## src/rtl/booth_mult_seq_if.sv

```systemverilog
// Handshake and operand/result bundle for the sequential Booth multiplier.
// The master side requests an operation; the slave side is the multiplier.
interface booth_mult_seq_if #(
   parameter int WIDTH = 8
);
   logic                   start;
   logic                   is_signed;
   logic [WIDTH-1:0]       mc;
   logic [WIDTH-1:0]       mp;
   logic                   busy;
   logic                   done;
   logic [2*WIDTH-1:0]     product;

   modport master (
      output start, is_signed, mc, mp,
      input  busy, done, product
   );

   modport slave (
      input  start, is_signed, mc, mp,
      output busy, done, product
   );
endinterface

```

## src/rtl/booth_mult_seq.sv

```systemverilog
// Sequential Booth multiplier, radix-2 or radix-4, signed or unsigned per
// operation. Operands are extended to WIDTH+1 bits so full-range unsigned
// values multiply exactly. The accumulator carries two guard bits above the
// extended operand so that adding +/-2M never overflows.
module booth_mult_seq #(
   parameter int WIDTH  = 8,
   parameter int RADIX4 = 0
) (
   input  logic             clk,
   input  logic             reset,
   booth_mult_seq_if.slave  bus
);

   localparam int EXT_W = WIDTH + 1;
   localparam int N_IT  = (RADIX4 != 0) ? (EXT_W + 1) / 2 : EXT_W;
   localparam int QW    = (RADIX4 != 0) ? 2 * N_IT : N_IT;
   localparam int AW    = WIDTH + 3;
   localparam int PW    = AW + QW + 1;
   localparam int SH    = (RADIX4 != 0) ? 2 : 1;
   localparam int CW    = 6;
   localparam logic [CW-1:0] LAST_CNT = CW'(N_IT - 1);

   typedef enum logic [1:0] {
      ST_IDLE = 2'd0,
      ST_CALC = 2'd1,
      ST_DONE = 2'd2
   } state_t;

   state_t               state_r;
   state_t               state_nx_s;
   logic                 busy_r;
   logic                 done_r;
   logic [AW-1:0]        a_r;
   logic [QW-1:0]        q_r;
   logic                 qm1_r;
   logic [AW-1:0]        m_r;
   logic [CW-1:0]        cnt_r;
   logic [2*WIDTH-1:0]   product_r;

   logic [AW-1:0]        addend_s;
   logic [AW-1:0]        sum_s;
   logic [PW-1:0]        shifted_s;
   logic                 last_s;
   logic                 ext_mc_s;
   logic                 ext_mp_s;

   // Radix-2 recoding: {q0, q-1} selects +M, -M or nothing.
   function automatic logic [AW-1:0] r2_addend(input logic [1:0] pair,
                                               input logic [AW-1:0] m);
      logic [AW-1:0] res;
      case (pair)
         2'b01:   res = m;
         2'b10:   res = -m;
         default: res = {AW{1'b0}};
      endcase
      return res;
   endfunction

   // Radix-4 recoding: {q1, q0, q-1} selects 0, +/-M or +/-2M.
   function automatic logic [AW-1:0] r4_addend(input logic [2:0] trip,
                                               input logic [AW-1:0] m);
      logic [AW-1:0] res;
      logic [AW-1:0] m2;
      m2 = {m[AW-2:0], 1'b0};
      case (trip)
         3'b001, 3'b010: res = m;
         3'b011:         res = m2;
         3'b100:         res = -m2;
         3'b101, 3'b110: res = -m;
         default:        res = {AW{1'b0}};
      endcase
      return res;
   endfunction

   assign last_s   = (cnt_r == LAST_CNT);
   assign ext_mc_s = bus.is_signed & bus.mc[WIDTH-1];
   assign ext_mp_s = bus.is_signed & bus.mp[WIDTH-1];

   // One Booth step: recode, add into the upper part, then shift the whole
   // {accumulator, multiplier, q-1} register arithmetically right.
   always_comb begin
      addend_s = {AW{1'b0}};
      if (RADIX4 != 0) begin
         addend_s = r4_addend({q_r[1], q_r[0], qm1_r}, m_r);
      end else begin
         addend_s = r2_addend({q_r[0], qm1_r}, m_r);
      end
      sum_s     = a_r + addend_s;
      shifted_s = $signed({sum_s, q_r, qm1_r}) >>> SH;
   end

   // Next-state decode for the IDLE / CALC / DONE controller.
   always_comb begin
      state_nx_s = state_r;
      case (state_r)
         ST_IDLE: begin
            if (bus.start) state_nx_s = ST_CALC;
            else           state_nx_s = ST_IDLE;
         end
         ST_CALC: begin
            if (last_s) state_nx_s = ST_DONE;
            else        state_nx_s = ST_CALC;
         end
         ST_DONE: begin
            if (bus.start) state_nx_s = ST_CALC;
            else           state_nx_s = ST_IDLE;
         end
         default: state_nx_s = ST_IDLE;
      endcase
   end

   // State register with busy/done registered from the next state.
   always_ff @(posedge clk) begin
      if (!reset) begin
         state_r <= ST_IDLE;
         busy_r  <= 1'b0;
         done_r  <= 1'b0;
      end else begin
         state_r <= state_nx_s;
         busy_r  <= (state_nx_s == ST_CALC);
         done_r  <= (state_nx_s == ST_DONE);
      end
   end

   // Datapath: latch operands on acceptance, iterate in CALC, publish result.
   always_ff @(posedge clk) begin
      if (!reset) begin
         a_r       <= {AW{1'b0}};
         q_r       <= {QW{1'b0}};
         qm1_r     <= 1'b0;
         m_r       <= {AW{1'b0}};
         cnt_r     <= {CW{1'b0}};
         product_r <= {(2*WIDTH){1'b0}};
      end else begin
         case (state_r)
            ST_IDLE, ST_DONE: begin
               if (bus.start) begin
                  a_r   <= {AW{1'b0}};
                  q_r   <= {{(QW-WIDTH){ext_mp_s}}, bus.mp};
                  qm1_r <= 1'b0;
                  m_r   <= {{(AW-WIDTH){ext_mc_s}}, bus.mc};
                  cnt_r <= {CW{1'b0}};
               end else begin
                  cnt_r <= cnt_r;
               end
            end
            ST_CALC: begin
               {a_r, q_r, qm1_r} <= shifted_s;
               cnt_r             <= cnt_r + CW'(1);
               if (last_s) begin
                  product_r <= shifted_s[2*WIDTH:1];
               end else begin
                  product_r <= product_r;
               end
            end
            default: begin
               cnt_r <= {CW{1'b0}};
            end
         endcase
      end
   end

   assign bus.busy    = busy_r;
   assign bus.done    = done_r;
   assign bus.product = product_r;

endmodule

```

## src/flat_wrapper.sv

```systemverilog
// flat-port wrapper written by rule: the top's interface ports become plain ports
module booth_mult_seq_flat 
#(
   parameter int WIDTH  = 8,
   parameter int RADIX4 = 0
)
  (clk, reset, bus_start, bus_is_signed, bus_mc, bus_mp, bus_busy, bus_done, bus_product);
  booth_mult_seq_if #(.WIDTH(WIDTH)) bus_i ();
  input  logic clk;
  input  logic reset;
  input wire logic [$bits(bus_i.start)-1:0] bus_start;
  input wire logic [$bits(bus_i.is_signed)-1:0] bus_is_signed;
  input wire logic [$bits(bus_i.mc)-1:0] bus_mc;
  input wire logic [$bits(bus_i.mp)-1:0] bus_mp;
  output wire logic [$bits(bus_i.busy)-1:0] bus_busy;
  output wire logic [$bits(bus_i.done)-1:0] bus_done;
  output wire logic [$bits(bus_i.product)-1:0] bus_product;
  assign bus_i.start = bus_start;
  assign bus_i.is_signed = bus_is_signed;
  assign bus_i.mc = bus_mc;
  assign bus_i.mp = bus_mp;
  assign bus_busy = bus_i.busy;
  assign bus_done = bus_i.done;
  assign bus_product = bus_i.product;
  booth_mult_seq #(.WIDTH(WIDTH), .RADIX4(RADIX4)) u_core (.clk(clk), .reset(reset), .bus(bus_i));
endmodule
```

## config.mk

```make
export PLATFORM = sky130hd
export DESIGN_NAME = booth_mult_seq_flat
export DESIGN_NICKNAME = d
export VERILOG_FILES = /design/src/rtl/booth_mult_seq_if.sv /design/src/rtl/booth_mult_seq.sv /design/src/flat_wrapper.sv
export SDC_FILE = /design/constraint.sdc
export NUM_CORES = 1
export LEC_CHECK = 0
export ABC_AREA = 1
export ABC_CLOCK_PERIOD_IN_PS = 2240
export CORE_UTILIZATION = 40
export CTS_CLUSTER_DIAMETER = 50
export DETAILED_ROUTE_END_ITERATION = 8
export GPL_TIMING_DRIVEN = 0
export SLEW_MARGIN = 20
export SYNTH_ARGS = -nofsm -noshare
export SYNTH_HDL_FRONTEND = slang
export SYNTH_SLANG_ARGS = --single-unit
```

## constraint.sdc

```tcl
create_clock -name clk -period 2.24 [get_ports clk]
set_input_delay 0.672 -clock clk [delete_from_list [all_inputs] [get_ports clk]]
set_output_delay 0.672 -clock clk [all_outputs]
set_load 0.05 [all_outputs]
```

==> impl_metrics.json, run 1 <==
{
  "status": "finished, violations left",
  "violations": "negative setup slack",
  "area_growth_pct": 37.2,
  "max_slew.worst_pin.slew_ps": 580,
  "antenna_found_initial": 0,
  "irDropWorstVdd_mv": 0.402,
  "globalRouteOverflowTotal": 0,
  "slew_headroom_pct": 61.3,
  "design.core.area_um2": 6940,
  "die_w_um": 87.9,
  "p_leak_uw": 0.00160,
  "clock_latency_ps": 320,
  "viasPerCell": 5.15,
  "drtPass1Iterations": 4,
  "min_to": "u_core.bus.product[10]",
  "dpl.cell_count": 542,
  "fin_util_pct": 58.3,
  "cts.path.max_buffers": 2,
  "swShare_pct": 30.7,
  "final_antenna_net_count": 0,
  "grt_max_degree": 19,
  "design_area_um2": 4050,
  "reg2reg_depth": 15,
  "grt_usage_pct": 21.3,
  "rsz0062_at_grt": "true",
  "fin_skew_ps": 4.42,
  "setup_viol": 1,
  "worstHoldStart": "u_core.bus.product[10]",
  "synthFlopType": "dfxtp_1",
  "boundaryPins": 38,
  "power_density_nw_per_um2": 517,
  "whs_path_depth": 2,
  "p_seq_share_pct": 50.4,
  "worst_setup_path_start_kind": "flip-flop",
  "drv_cap": 0,
  "ys_async_sr_fraction_pct": 0,
  "cts_num_sinks": 55,
  "layout-drive-gt1-share_pct": 27.9,
  "yosysSeqAreaShare_pct": 37.3,
  "layout_commonest_cell": "nand2_1",
  "fmax_mhz": 439,
  "die_y_um": 87.9,
  "syn-num-nets": 445,
  "regToRegEndpoint": "u_core.a_r[8]",
  "fin_crit_sh_pct": 102,
  "period_needed_ps": 2280,
  "start_util_pct": 42.5,
  "cts.clk_slew.worst_paths_ps": 110,
  "row_count": 30,
  "final_cell_mix": "81 x nand2_1, 50 x dfxtp_1, 37 x clkdlybuf4s50_1",
  "r2r_start": "u_core.m_r[0]",
  "antennaDiodeCount": 0,
  "drtIter0Drc": 75,
  "yosys.cell_types.count": 41,
  "intPower_uw": 1450,
  "p_sw_uw": 643,
  "setup_ws_ps": -36.3,
  "cts_root_buf": "clkbuf_8",
  "wl_mm": 8.00,
  "cts_made_buffers": 5,
  "synth_edf_count": 0,
  "yosys_register_bits": 55,
  "cts_tree": "done",
  "layout.cells.non_filler": 566,
  "critPathKind": "reg -> reg",
  "syn_area_um2": 2950,
  "grt_pass1_wl_mm": 12.5,
  "critPathRequiredTime_ps": 2430,
  "cp-end-kind": "flip-flop",
  "nets": 505,
  "io_buffers": 37,
  "min_path_type": "reg -> reg",
  "finalHoldViolations": 0,
  "htree_levels": 2,
  "num_vias": 2915,
  "wl_per_cell_um": 14.1,
  "ff2ff_setup_slack_ps": -40,
  "dp_hpwl_mm": 5.45,
  "synth_cells": 409,
  "gp_congestion": 0.814,
  "comb_power_share_pct": 19.7,
  "worstPathMaxFanout": 4,
  "ys_warn_count": 0,
  "clockPowerShare_pct": 29.9,
  "arrival_ps": 2470,
  "cts_hold_buf": 0,
  "drc_errors": 0,
  "grt_pass1_vias": 2627,
  "syn_area_per_cell_um2": 7.21,
  "drv_slew": 0,
  "die_area_um2": 7720,
  "place_area_um2": 3450
}
sequential cells by signal (all words and copies together), names as in the netlist:
register / cells
u_core.q_r: 9
u_core.a_r: 10
u_core.bus.busy: 1
u_core.state_r: 2
u_core.qm1_r: 1
u_core.m_r: 9
u_core.bus.done: 1
u_core.bus.product: 16
u_core.cnt_r: 6
layer usage:
layer	track usage, %	part of all wire (%)
met1	27.5	46
met2	35.7	50
met3	3.58	3.0
met4	7.75	1.6
met5	0	0
worst max-delay path, stage by stage, from the launching register on:
cell	delay [ps]
dfxtp_4	380
inv_6	80
ha_4	150
nand2_1	110
o21ai_2	170
nand2_2	70
nand2_2	80
o31ai_2	70
ha_1	350
inv_2	80
nor3_4	200
nand3_2	130
nand3_2	100
nand2_1	50
nand3_1	70
a21oi_1	60
layout make-up:
type                       instances  area (µm²)
clock buffer                       6        82.6
clock inverter                     2        17.5
fill                             665        2900
buffer                            13        65.1
timing repair buffer              56         514
multi-input combinational        293        1950
sequential                        55        1110
inverter                          45         184
tap                               96         120
synthesized netlist by cell type (2+ instances only):
master,instances,area share (%)
o21ai_2,3,0.89
nand2_1,96,12
xnor2_1,2,0.59
o211ai_1,2,0.51
o221ai_1,7,2.1
clkinv_1,2,0.25
nor3_2,2,0.68
nand3_1,38,6.4
clkbuf_1,6,0.76
a21oi_1,44,7.5
nand2_2,2,0.42
inv_1,37,4.7
inv_4,2,0.42
dfxtp_1,55,37
buf_2,8,1.4
xor2_1,3,0.89
ha_1,15,6.4
nor3_1,5,0.85
nor2_8,2,1.4
o21ai_1,2,0.34
nand4_1,3,0.64
inv_2,4,0.51
nor2_1,30,3.8
a221oi_1,4,1.2
o21ai_0,19,3.2
how the worst max path moves through the flow:
stage | endpoint | depth (start not counted) | start
2_1_floorplan | u_core.a_r[7] | 15 | u_core.qm1_r
3_3_place_gp | u_core.a_r[7] | 16 | u_core.q_r[0]
3_5_place_dp | u_core.a_r[3] | 14 | u_core.q_r[0]
4_1_cts | u_core.a_r[7] | 14 | u_core.q_r[0]
5_1_grt | u_core.a_r[8] | 15 | u_core.m_r[0]
6_report | u_core.a_r[8] | 15 | u_core.m_r[0]
power by group through the flow:
stage / logic, µW / registers [µW] / clock network [µW]
2_1_floorplan: 214 / 1070 / 0
6_report: 412 / 1050 / 625
3_5_place_dp: 318 / 1070 / 0
3_3_place_gp: 314 / 1070 / 0
5_1_grt: 453 / 1060 / 680
4_1_cts: 365 / 1050 / 639
logic make-up after synthesis:
group | count (synthesis) | synth area share, %
buffers and inverters | 61 | 8.53
AOI/OAI and AO/OA | 88 | 17.6
DFF | 55 | 37.3
and+or+nand+nor | 184 | 28.0
xor gates and xnor gates | 5 | 1.49
adders and majority gates | 16 | 7.04
metrics by stage:
| stage | hold slack, ps | TNS, ps | worst slack (ps) | total power (µW) |
|---|---|---|---|---|
| global placement | 452 | -2500 | -308 | 1380 |
| detailed placement | 454 | -2580 | -308 | 1390 |
| global route | 487 | -918 | -175 | 2190 |
| CTS | 470 | -111 | -40.4 | 2060 |
| finish | 469 | -36.3 | -36.3 | 2090 |
| floorplan | 438 | 0 | 11.1 | 1280 |
what timing repair did:
item	in CTS	in global routing
endpoints found under the hold margin	0	0
setup buffers	9	10
endpoints found under the setup margin	16	11
resized for setup	38	63
pin swaps	19	43
Note: power is estimated with default switching activity, not from simulation.
==> run 2, diff against run 1 <==
- HOLD_SLACK_MARGIN: unset -> 0.08
==> results of run 2 <==
Final layout, timing and power as in run 1 (identical DEF).
